**config.mk**
```make
export PLATFORM = sky130hd
export DESIGN_NAME = writeback_stage_p_flat
export DESIGN_NICKNAME = d
export VERILOG_FILES = /design/src/rtl/writeback_stage_p_if.sv /design/src/rtl/writeback_stage_p.sv /design/src/flat_wrapper.sv
export SDC_FILE = /design/constraint.sdc
export NUM_CORES = 1
export LEC_CHECK = 0
export CORE_ASPECT_RATIO = 0.6
export CORE_MARGIN = 4
export CORE_UTILIZATION = 45
export CTS_BUF_LIST = sky130_fd_sc_hd__clkbuf_4
export DETAILED_ROUTE_END_ITERATION = 16
export DONT_BUFFER_PORTS = 1
export PLACE_DENSITY = 0.62
export SLEW_MARGIN = 40
export SYNTH_ARGS = -nofsm -noshare
export SYNTH_HDL_FRONTEND = slang
export SYNTH_SLANG_ARGS = --single-unit
```
**constraint.sdc**
```tcl
create_clock -name clk -period 2.1 [get_ports clk]
set_clock_uncertainty 0.1 [all_clocks]
set_input_delay 0.315 -clock clk [delete_from_list [all_inputs] [get_ports clk]]
set_output_delay 0.315 -clock clk [all_outputs]
set_load 0.02 [all_outputs]
```
**src/rtl/writeback_stage_p_if.sv**
```systemverilog
// -----------------------------------------------------------------------------
// writeback_stage_p_if
// M-stage to W-stage bus for the writeback stage of the pipelined RISC-V core.
//   valid_m_i       M-stage instruction valid
//   src_data_m_i    packed result sources, source k at [k*XLEN +: XLEN]
//                   (0 = ALU, 1 = load data, 2 = PC+4, 3+ = imm/CSR)
//   result_src_m_i  result source select
//   load_type_m_i   load funct3 (LB/LH/LW/LBU/LHU)
//   byte_off_m_i    load address bits [1:0]
//   reg_write_m_i   instruction writes rd
//   rd_m_i          destination register
// The memory stage drives through `master`; the writeback stage reads
// through `slave`.
// -----------------------------------------------------------------------------
interface writeback_stage_p_if #(
    parameter int unsigned XLEN    = 32,
    parameter int unsigned NUM_SRC = 4,
    parameter int unsigned SRC_W   = $clog2(NUM_SRC),
    parameter int unsigned RF_AW   = 5
);
    logic                    valid_m_i;
    logic [NUM_SRC*XLEN-1:0] src_data_m_i;
    logic [SRC_W-1:0]        result_src_m_i;
    logic [2:0]              load_type_m_i;
    logic [1:0]              byte_off_m_i;
    logic                    reg_write_m_i;
    logic [RF_AW-1:0]        rd_m_i;

    modport master (
        output valid_m_i, src_data_m_i, result_src_m_i, load_type_m_i,
               byte_off_m_i, reg_write_m_i, rd_m_i
    );

    modport slave (
        input  valid_m_i, src_data_m_i, result_src_m_i, load_type_m_i,
               byte_off_m_i, reg_write_m_i, rd_m_i
    );
endinterface

```
**src/rtl/writeback_stage_p.sv**
```systemverilog
// -----------------------------------------------------------------------------
// writeback_stage_p
// MEM/WB pipeline register with stall/flush, result source selection, load
// data alignment/extension, register-file write qualification and a retired
// instruction counter.
// Ports:
//   clk             rising-edge clock
//   rst_n           asynchronous active-low reset
//   stall_i         hold W register contents
//   flush_i         insert bubble into W (wins over stall)
//   mIf             M-stage bus (writeback_stage_p_if.slave)
//   result_w_o      final writeback value (combinational from W registers)
//   rd_w_o          destination register
//   reg_write_w_o   qualified register-file write enable (never for x0)
//   valid_w_o       W holds a valid instruction
//   retire_count_o  retired instruction count, wraps modulo 2^CNT_W
// -----------------------------------------------------------------------------
module writeback_stage_p #(
    parameter int unsigned XLEN    = 32,
    parameter int unsigned NUM_SRC = 4,
    parameter int unsigned SRC_W   = $clog2(NUM_SRC),
    parameter int unsigned RF_AW   = 5,
    parameter int unsigned CNT_W   = 32
) (
    input  logic              clk,
    input  logic              rst_n,
    input  logic              stall_i,
    input  logic              flush_i,
    writeback_stage_p_if.slave mIf,
    output logic [XLEN-1:0]   result_w_o,
    output logic [RF_AW-1:0]  rd_w_o,
    output logic              reg_write_w_o,
    output logic              valid_w_o,
    output logic [CNT_W-1:0]  retire_count_o
);

    localparam logic [2:0] LOAD_LB  = 3'b000;
    localparam logic [2:0] LOAD_LH  = 3'b001;
    localparam logic [2:0] LOAD_LW  = 3'b010;
    localparam logic [2:0] LOAD_LBU = 3'b100;
    localparam logic [2:0] LOAD_LHU = 3'b101;

    logic                    validW;
    logic                    regWriteW;
    logic [NUM_SRC*XLEN-1:0] srcW;
    logic [SRC_W-1:0]        resultSrcW;
    logic [2:0]              loadTypeW;
    logic [1:0]              byteOffW;
    logic [RF_AW-1:0]        rdW;
    logic [CNT_W-1:0]        retireCnt;

    logic [XLEN-1:0]         loadWord;
    logic [7:0]              loadByte;
    logic [15:0]             loadHalf;
    logic [XLEN-1:0]         loadExt;
    logic [XLEN-1:0]         resultMux;

    // The write enable is qualified (valid, reg_write, rd != x0) before the
    // register so reg_write_w_o is a clean flop output; flush clears it
    // together with valid.
    always_ff @(posedge clk or negedge rst_n) begin
        if (!rst_n) begin
            validW     <= 1'b0;
            regWriteW  <= 1'b0;
            srcW       <= '0;
            resultSrcW <= '0;
            loadTypeW  <= '0;
            byteOffW   <= '0;
            rdW        <= '0;
            retireCnt  <= '0;
        end else if (flush_i) begin
            validW     <= 1'b0;
            regWriteW  <= 1'b0;
        end else if (!stall_i) begin
            validW     <= mIf.valid_m_i;
            regWriteW  <= mIf.valid_m_i & mIf.reg_write_m_i & (mIf.rd_m_i != '0);
            srcW       <= mIf.src_data_m_i;
            resultSrcW <= mIf.result_src_m_i;
            loadTypeW  <= mIf.load_type_m_i;
            byteOffW   <= mIf.byte_off_m_i;
            rdW        <= mIf.rd_m_i;
            if (mIf.valid_m_i) begin
                retireCnt <= retireCnt + CNT_W'(1);
            end
        end
    end

    // Load extraction on source 1. Misaligned halfwords use byte_off[1] only.
    always_comb begin
        loadWord = srcW[XLEN +: XLEN];
        case (byteOffW)
            2'd0:    loadByte = loadWord[7:0];
            2'd1:    loadByte = loadWord[15:8];
            2'd2:    loadByte = loadWord[23:16];
            default: loadByte = loadWord[31:24];
        endcase
        loadHalf = byteOffW[1] ? loadWord[31:16] : loadWord[15:0];
        case (loadTypeW)
            LOAD_LB:  loadExt = XLEN'($signed(loadByte));
            LOAD_LH:  loadExt = XLEN'($signed(loadHalf));
            LOAD_LW:  loadExt = XLEN'($signed(loadWord[31:0]));
            LOAD_LBU: loadExt = XLEN'(loadByte);
            LOAD_LHU: loadExt = XLEN'(loadHalf);
            default:  loadExt = loadWord;
        endcase
    end

    // Out-of-range selects match no source and fall through to zero.
    always_comb begin
        resultMux = '0;
        for (int unsigned k = 0; k < NUM_SRC; k++) begin
            if (resultSrcW == SRC_W'(k)) begin
                resultMux = (k == 1) ? loadExt : srcW[k*XLEN +: XLEN];
            end
        end
    end

    assign result_w_o     = resultMux;
    assign rd_w_o         = rdW;
    assign reg_write_w_o  = regWriteW;
    assign valid_w_o      = validW;
    assign retire_count_o = retireCnt;

endmodule

```
**src/flat_wrapper.sv**
```systemverilog
// flat-port wrapper written by rule: the top's interface ports become plain ports
module writeback_stage_p_flat 
#(
    parameter int unsigned XLEN    = 32,
    parameter int unsigned NUM_SRC = 4,
    parameter int unsigned SRC_W   = $clog2(NUM_SRC),
    parameter int unsigned RF_AW   = 5,
    parameter int unsigned CNT_W   = 32
)
  (clk, rst_n, stall_i, flush_i, result_w_o, rd_w_o, reg_write_w_o, valid_w_o, retire_count_o, mIf_valid_m_i, mIf_src_data_m_i, mIf_result_src_m_i, mIf_load_type_m_i, mIf_byte_off_m_i, mIf_reg_write_m_i, mIf_rd_m_i);
  writeback_stage_p_if #(.XLEN(XLEN), .NUM_SRC(NUM_SRC), .SRC_W(SRC_W), .RF_AW(RF_AW)) mIf_i ();
  input  logic clk;
  input  logic rst_n;
  input  logic stall_i;
  input  logic flush_i;
  output logic [XLEN-1:0] result_w_o;
  output logic [RF_AW-1:0] rd_w_o;
  output logic reg_write_w_o;
  output logic valid_w_o;
  output logic [CNT_W-1:0] retire_count_o;
  input wire logic [$bits(mIf_i.valid_m_i)-1:0] mIf_valid_m_i;
  input wire logic [$bits(mIf_i.src_data_m_i)-1:0] mIf_src_data_m_i;
  input wire logic [$bits(mIf_i.result_src_m_i)-1:0] mIf_result_src_m_i;
  input wire logic [$bits(mIf_i.load_type_m_i)-1:0] mIf_load_type_m_i;
  input wire logic [$bits(mIf_i.byte_off_m_i)-1:0] mIf_byte_off_m_i;
  input wire logic [$bits(mIf_i.reg_write_m_i)-1:0] mIf_reg_write_m_i;
  input wire logic [$bits(mIf_i.rd_m_i)-1:0] mIf_rd_m_i;
  assign mIf_i.valid_m_i = mIf_valid_m_i;
  assign mIf_i.src_data_m_i = mIf_src_data_m_i;
  assign mIf_i.result_src_m_i = mIf_result_src_m_i;
  assign mIf_i.load_type_m_i = mIf_load_type_m_i;
  assign mIf_i.byte_off_m_i = mIf_byte_off_m_i;
  assign mIf_i.reg_write_m_i = mIf_reg_write_m_i;
  assign mIf_i.rd_m_i = mIf_rd_m_i;
  writeback_stage_p #(.XLEN(XLEN), .NUM_SRC(NUM_SRC), .SRC_W(SRC_W), .RF_AW(RF_AW), .CNT_W(CNT_W)) u_core (.clk(clk), .rst_n(rst_n), .stall_i(stall_i), .flush_i(flush_i), .mIf(mIf_i), .result_w_o(result_w_o), .rd_w_o(rd_w_o), .reg_write_w_o(reg_write_w_o), .valid_w_o(valid_w_o), .retire_count_o(retire_count_o));
endmodule
```
==> results.md, run 1 <==
- The run finished, with violations left.
- The final reports fail on hold timing, setup timing.
- The port buffer count is 0.
- Hold repair after CTS inserted 145 buffers.
- No sink is reached through more buffers than the 2 on the longest clock path.
- The minimum setup slack in the final design is -0.799 ns.
- In the final design database the tool counted 1021 nets.
- Of the total synthesized cell area, the portion taken by XOR and XNOR cells is 0.0337.
- Together, buffers and inverters on the worst path number 1.
- In this run the cell area of the synthesized design comes to 8070 um^2.
- The met2 usage in global routing is 0.370.
- The floorplan step defined a die boundary enclosing 20200 um^2.
- Of the total synthesized cell area, the portion taken by AND, OR, NAND and NOR gates is 0.0763.
- The met3 track demand over resource in global routing is 0.0803.
- The critical path starts at u_core.srcW[39].
- For the pin with the worst max-slew slack, the measured transition is 0.476 ns.
- The number of setup violations in the final report is 32.
- The global placer's final weighted congestion is 0.907.
- The H-tree level count is 4.
- In this run, the number of DRC markers left after iteration 0 of detailed routing was 403.
- In the synthesized netlist, the number of instances is 664.
- The clock edge transition at the registers on the reported setup and hold paths is 0.14 ns.
- Counting buffers and inverters, the worst setup path is 6 cells deep.
- The stage delay of the slowest cell on the critical path is 0.49 ns.
- The maximum number of pins on one net before global-route repair is 175.
- Of the available clock period, the critical path in the final layout requires 1.38.
- Across the VDD grid, the largest voltage drop is between 600 and 700 uV.
- The number of CTS-inserted buffers is 17.
- The via count of the first global-routing pass is 6702.
- Measured against the total synthesized area, the mux share comes to 0.239.
- In the final layout, the share of cells above drive strength 1 is 0.345.
- Yosys printed 0 warnings.
- The total global routing overflow is 0.
- STA classifies the critical path endpoint as a primary output.
- The setup slack at placement is -0.169 ns.
- The endpoint of the worst-slack reg-to-reg timing path is u_core.retire_count_o[28].
- The total power after layout is roughly 0.0090 W.
- The number of distinct library cells after synthesis is 42.
- The final hold violation count was 174.
- The top achievable clock speed is about 0.34 GHz.
- Counting every net in the synthesized netlist gives approximately 810.
- The critical path ends at result_w_o[13].
- The die is 112 um tall.
- The power per unit of standard cell area is 821 nW/um^2.
- Of the synthesized area, sequential elements account for 0.540.
- Detailed routing inserted a total of 6220 vias.
- The nature of the critical path startpoint is a register.
- The tool flagged a number of max-cap violations equal to 0.
- Setup repair after global routing could not meet its margin everywhere.
- For this configuration, the core starts out at a cell density of 0.465.
- The adder and majority gate portion of the synthesized area is 0.00155.
- The tree is rooted in a sky130_fd_sc_hd__clkbuf_4.
- The CTS tree is yes.
- The floorplan step defined a core boundary enclosing 17400 um^2.
- Pin placement for this block handled 217 I/O pins.
- The finished cells cover 11000 um^2.
- The critical path goes through mux4_2 > nor2b_4 > o31ai_4 > buf_4 > a221oi_1 > a221o_1.
- The post-synthesis compound-gate area fraction was 0.0816.
- Data on the critical path arrives at its endpoint at 2.48 ns.
- The final critical path time including I/O delays and setup is between 2 and 3 ns.
- Cell internal power was estimated by the tool at 0.00610 W.
- Clock tree synthesis found a total of 174 sinks.
- In this run the critical register-to-register path is launched from u_core.retire_count_o[2].
- The overall global routing resource usage is 0.244.
- The tightest min-delay check is of the in2async type.
- The final hold slack is -0.680 ns.
- The global routing stage identified its most utilized layer as met2.
- The combinational family with the most area after synthesis is multiplexers.
- The proportion of total power due to net switching is 0.323.
- The number of storage elements in the synthesis netlist is 174.
- The length of the first detailed-routing pass in iterations is 7.
- The number of cell instances on the worst register-to-register path is 5.
- The clock latency reported for the late side of the worst-skew pair is 0.57 ns.
- The headroom to the max-slew limit is 0.674.
- The initial antenna violation count is 1.
- Relative to the synthesized area, the layout overhead comes to 36.1%.
- The first-pass GRT wire length is 38.5 mm.
- Measured on the finished design, the core utilization comes to 0.632.
- Detailed placement finished with a half-perimeter wire length of around 17 mm.
- The die is 181 um wide.
- The share of total power dissipated in sequential elements is 0.463.
- The flop-to-flop setup slack is 0.15 ns.
- The average size of a mapped cell is 12.1 um^2.
- The detailed-route vias per instance is 5.55.
- After detailed placement, the total cell area comes to 8850 um^2.
- In this run the static leakage power is 4.68 nW.
- The number of max-slew violations in the final report is 0.
- Once detail routing completed, the nets flagged for antenna violations numbered 0.
- The family with the most delay on the worst path is compound AO/OA/AOI/OAI gates.
- The critical path's slowest cell is sky130_fd_sc_hd__mux4_2.
- For met1 alone, demand over resource in global routing was 0.344.
- The switching power is 0.00291 W.
- After detailed routing, the average wire length per cell comes to ~22 um.
- The share of total power dissipated in combinational logic is 0.300.
- The highest net fanout along the worst path is 3.
- The post-detailed-routing wire length is 24.7 mm.
- In the layout the commonest cells are sky130_fd_sc_hd__dfrtp_1, sky130_fd_sc_hd__dlygate4sd3_1, sky130_fd_sc_hd__mux2_2.
- The required time of the worst setup path is 1.68 ns.
- Summed over all failing endpoints, the final setup total negative slack is -21.63 ns.
- Of the total power, the clock network draws 0.237.
- The row count is 37.
- By startpoint and endpoint, the worst setup path is classified as reg2out.
- The most common cell after layout, fill and taps aside is sky130_fd_sc_hd__dfrtp_1.
- The total of fill cells in the finished design is around 1300.
- The post-route DRC violation count is 0.
-- layer usage --
layer | wire (um) | vias up
li1 | - | 2805
met1 | 11300 | 3139
met2 | 11100 | 250
met3 | 1920 | 26
met4 | 320 | 0
met5 | 0 | -
-- cells by family after synthesis --
group,Yosys count
XOR/XNOR,31
AO/OA/AOI/OAI,101
buffers and inverters,55
multiplexers,173
flip-flops,174
AND/OR/NAND/NOR,129
adder cells (fa/ha/maj),1
-- cell type report --
cell class                 instances  area [um^2]  share of cell area
timing repair buffer             232         2210               0.202
multi-input combinational        435         3750               0.341
clock inverter                    12          169              0.0154
tap                              234          293              0.0267
inverter                          14         52.6             0.00479
clock buffer                      19          143              0.0130
sequential                       174         4360               0.397
antenna                            1         2.50            0.000228
-- cells in the mapped netlist --
cell                       number  area (um^2)
sky130_fd_sc_hd__dfrtp_1      174         4350
sky130_fd_sc_hd__mux2_2       140         1580
sky130_fd_sc_hd__nand2_1       58          218
sky130_fd_sc_hd__a21oi_1       31          155
sky130_fd_sc_hd__mux2i_1       31          310
sky130_fd_sc_hd__o21ai_0       27          135
sky130_fd_sc_hd__clkbuf_1      24         90.1
sky130_fd_sc_hd__nor2_1        23         86.3
sky130_fd_sc_hd__xnor2_1       20          175
sky130_fd_sc_hd__buf_2         13         65.1
sky130_fd_sc_hd__inv_1         13         48.8
sky130_fd_sc_hd__nand3_1       11         55.1
sky130_fd_sc_hd__xor2_1        11         96.3
sky130_fd_sc_hd__a221oi_1       9         78.8
sky130_fd_sc_hd__nand4_1        8         50.1
sky130_fd_sc_hd__a22oi_1        7         52.6
sky130_fd_sc_hd__o221ai_1       7         61.3
sky130_fd_sc_hd__a221o_1        6         60.1
sky130_fd_sc_hd__nor3b_1        6         45.0
sky130_fd_sc_hd__o22ai_1        6         37.5
sky130_fd_sc_hd__and3_1         4         25.0
sky130_fd_sc_hd__buf_1          4         15.0
sky130_fd_sc_hd__nor3_1         4         20.0
sky130_fd_sc_hd__and2_1         3         18.8
sky130_fd_sc_hd__and4_1         3         26.3
sky130_fd_sc_hd__a21o_1         2         15.0
sky130_fd_sc_hd__mux4_2         2         45.0
sky130_fd_sc_hd__nand2b_1       2         12.5
sky130_fd_sc_hd__nor2b_1        2         12.5
sky130_fd_sc_hd__a21oi_2        1         8.76
sky130_fd_sc_hd__a22o_1         1         8.76
sky130_fd_sc_hd__a311oi_1       1         8.76
sky130_fd_sc_hd__and4bb_2       1         12.5
sky130_fd_sc_hd__clkinv_1       1         3.75
sky130_fd_sc_hd__ha_1           1         12.5
sky130_fd_sc_hd__nor2b_4        1         13.8
sky130_fd_sc_hd__nor4_1         1         6.26
sky130_fd_sc_hd__o211ai_1       1         7.51
sky130_fd_sc_hd__o21a_1         1         7.51
sky130_fd_sc_hd__o31ai_4        1         21.3
sky130_fd_sc_hd__or2_2          1         6.26
sky130_fd_sc_hd__or4_1          1         7.51
-- timing repair --
action,in CTS,in global routing
cloned,0,1
endpoints found under the hold margin,319,174
gates resized for setup,38,18
pin swaps,13,8
setup buffers,8,2
endpoints found under the setup margin,32,32
-- how the worst min path moves through the flow --
stage                      from                        end  slack [ns]
final                     rst_n            u_core.srcW[68]       -0.68
after floorplan           rst_n         u_core.byteOffW[0]       -0.08
after detailed placement  rst_n           u_core.srcW[100]       -0.08
after global routing      rst_n  u_core.retire_count_o[29]       -0.75
after CTS                 rst_n             u_core.srcW[0]       -0.73
after global placement    rst_n            u_core.srcW[99]       -0.07
-- flip-flops by register name, summed over array words and instances, names as in the netlist --
register and count:
u_core.resultSrcW 2, u_core.valid_w_o 1, u_core.rd_w_o 5, u_core.loadTypeW 3, u_core.byteOffW 2, u_core.srcW 128
u_core.reg_write_w_o 1, u_core.retire_count_o 32
-- through the flow --
| stage | hold slack [ns] | std cells |
|---|---|---|
| floorplan | -0.0806 | 664 |
| global placement | -0.0747 | 933 |
| detailed placement | -0.0755 | 933 |
| CTS | -0.727 | 1117 |
| global route | -0.750 | 1121 |
| finish | -0.680 | 1121 |
-- power groups by stage --
stage                     Sequential, W  Combinational [W]  Clock (W)
after floorplan                 0.00412            0.00144          0
final                           0.00417            0.00271    0.00214
after global routing            0.00422            0.00289    0.00233
after global placement          0.00417            0.00216          0
after CTS                       0.00414            0.00257    0.00219
after detailed placement        0.00420            0.00220          0
No activity file was read; power rests on OpenSTA's default activity.
==> run 2, diff against run 1 <==
CAP_MARGIN = 25   (was default)
==> results of run 2 <==
The final DEF is identical to that of run 1; final timing and power are the same.
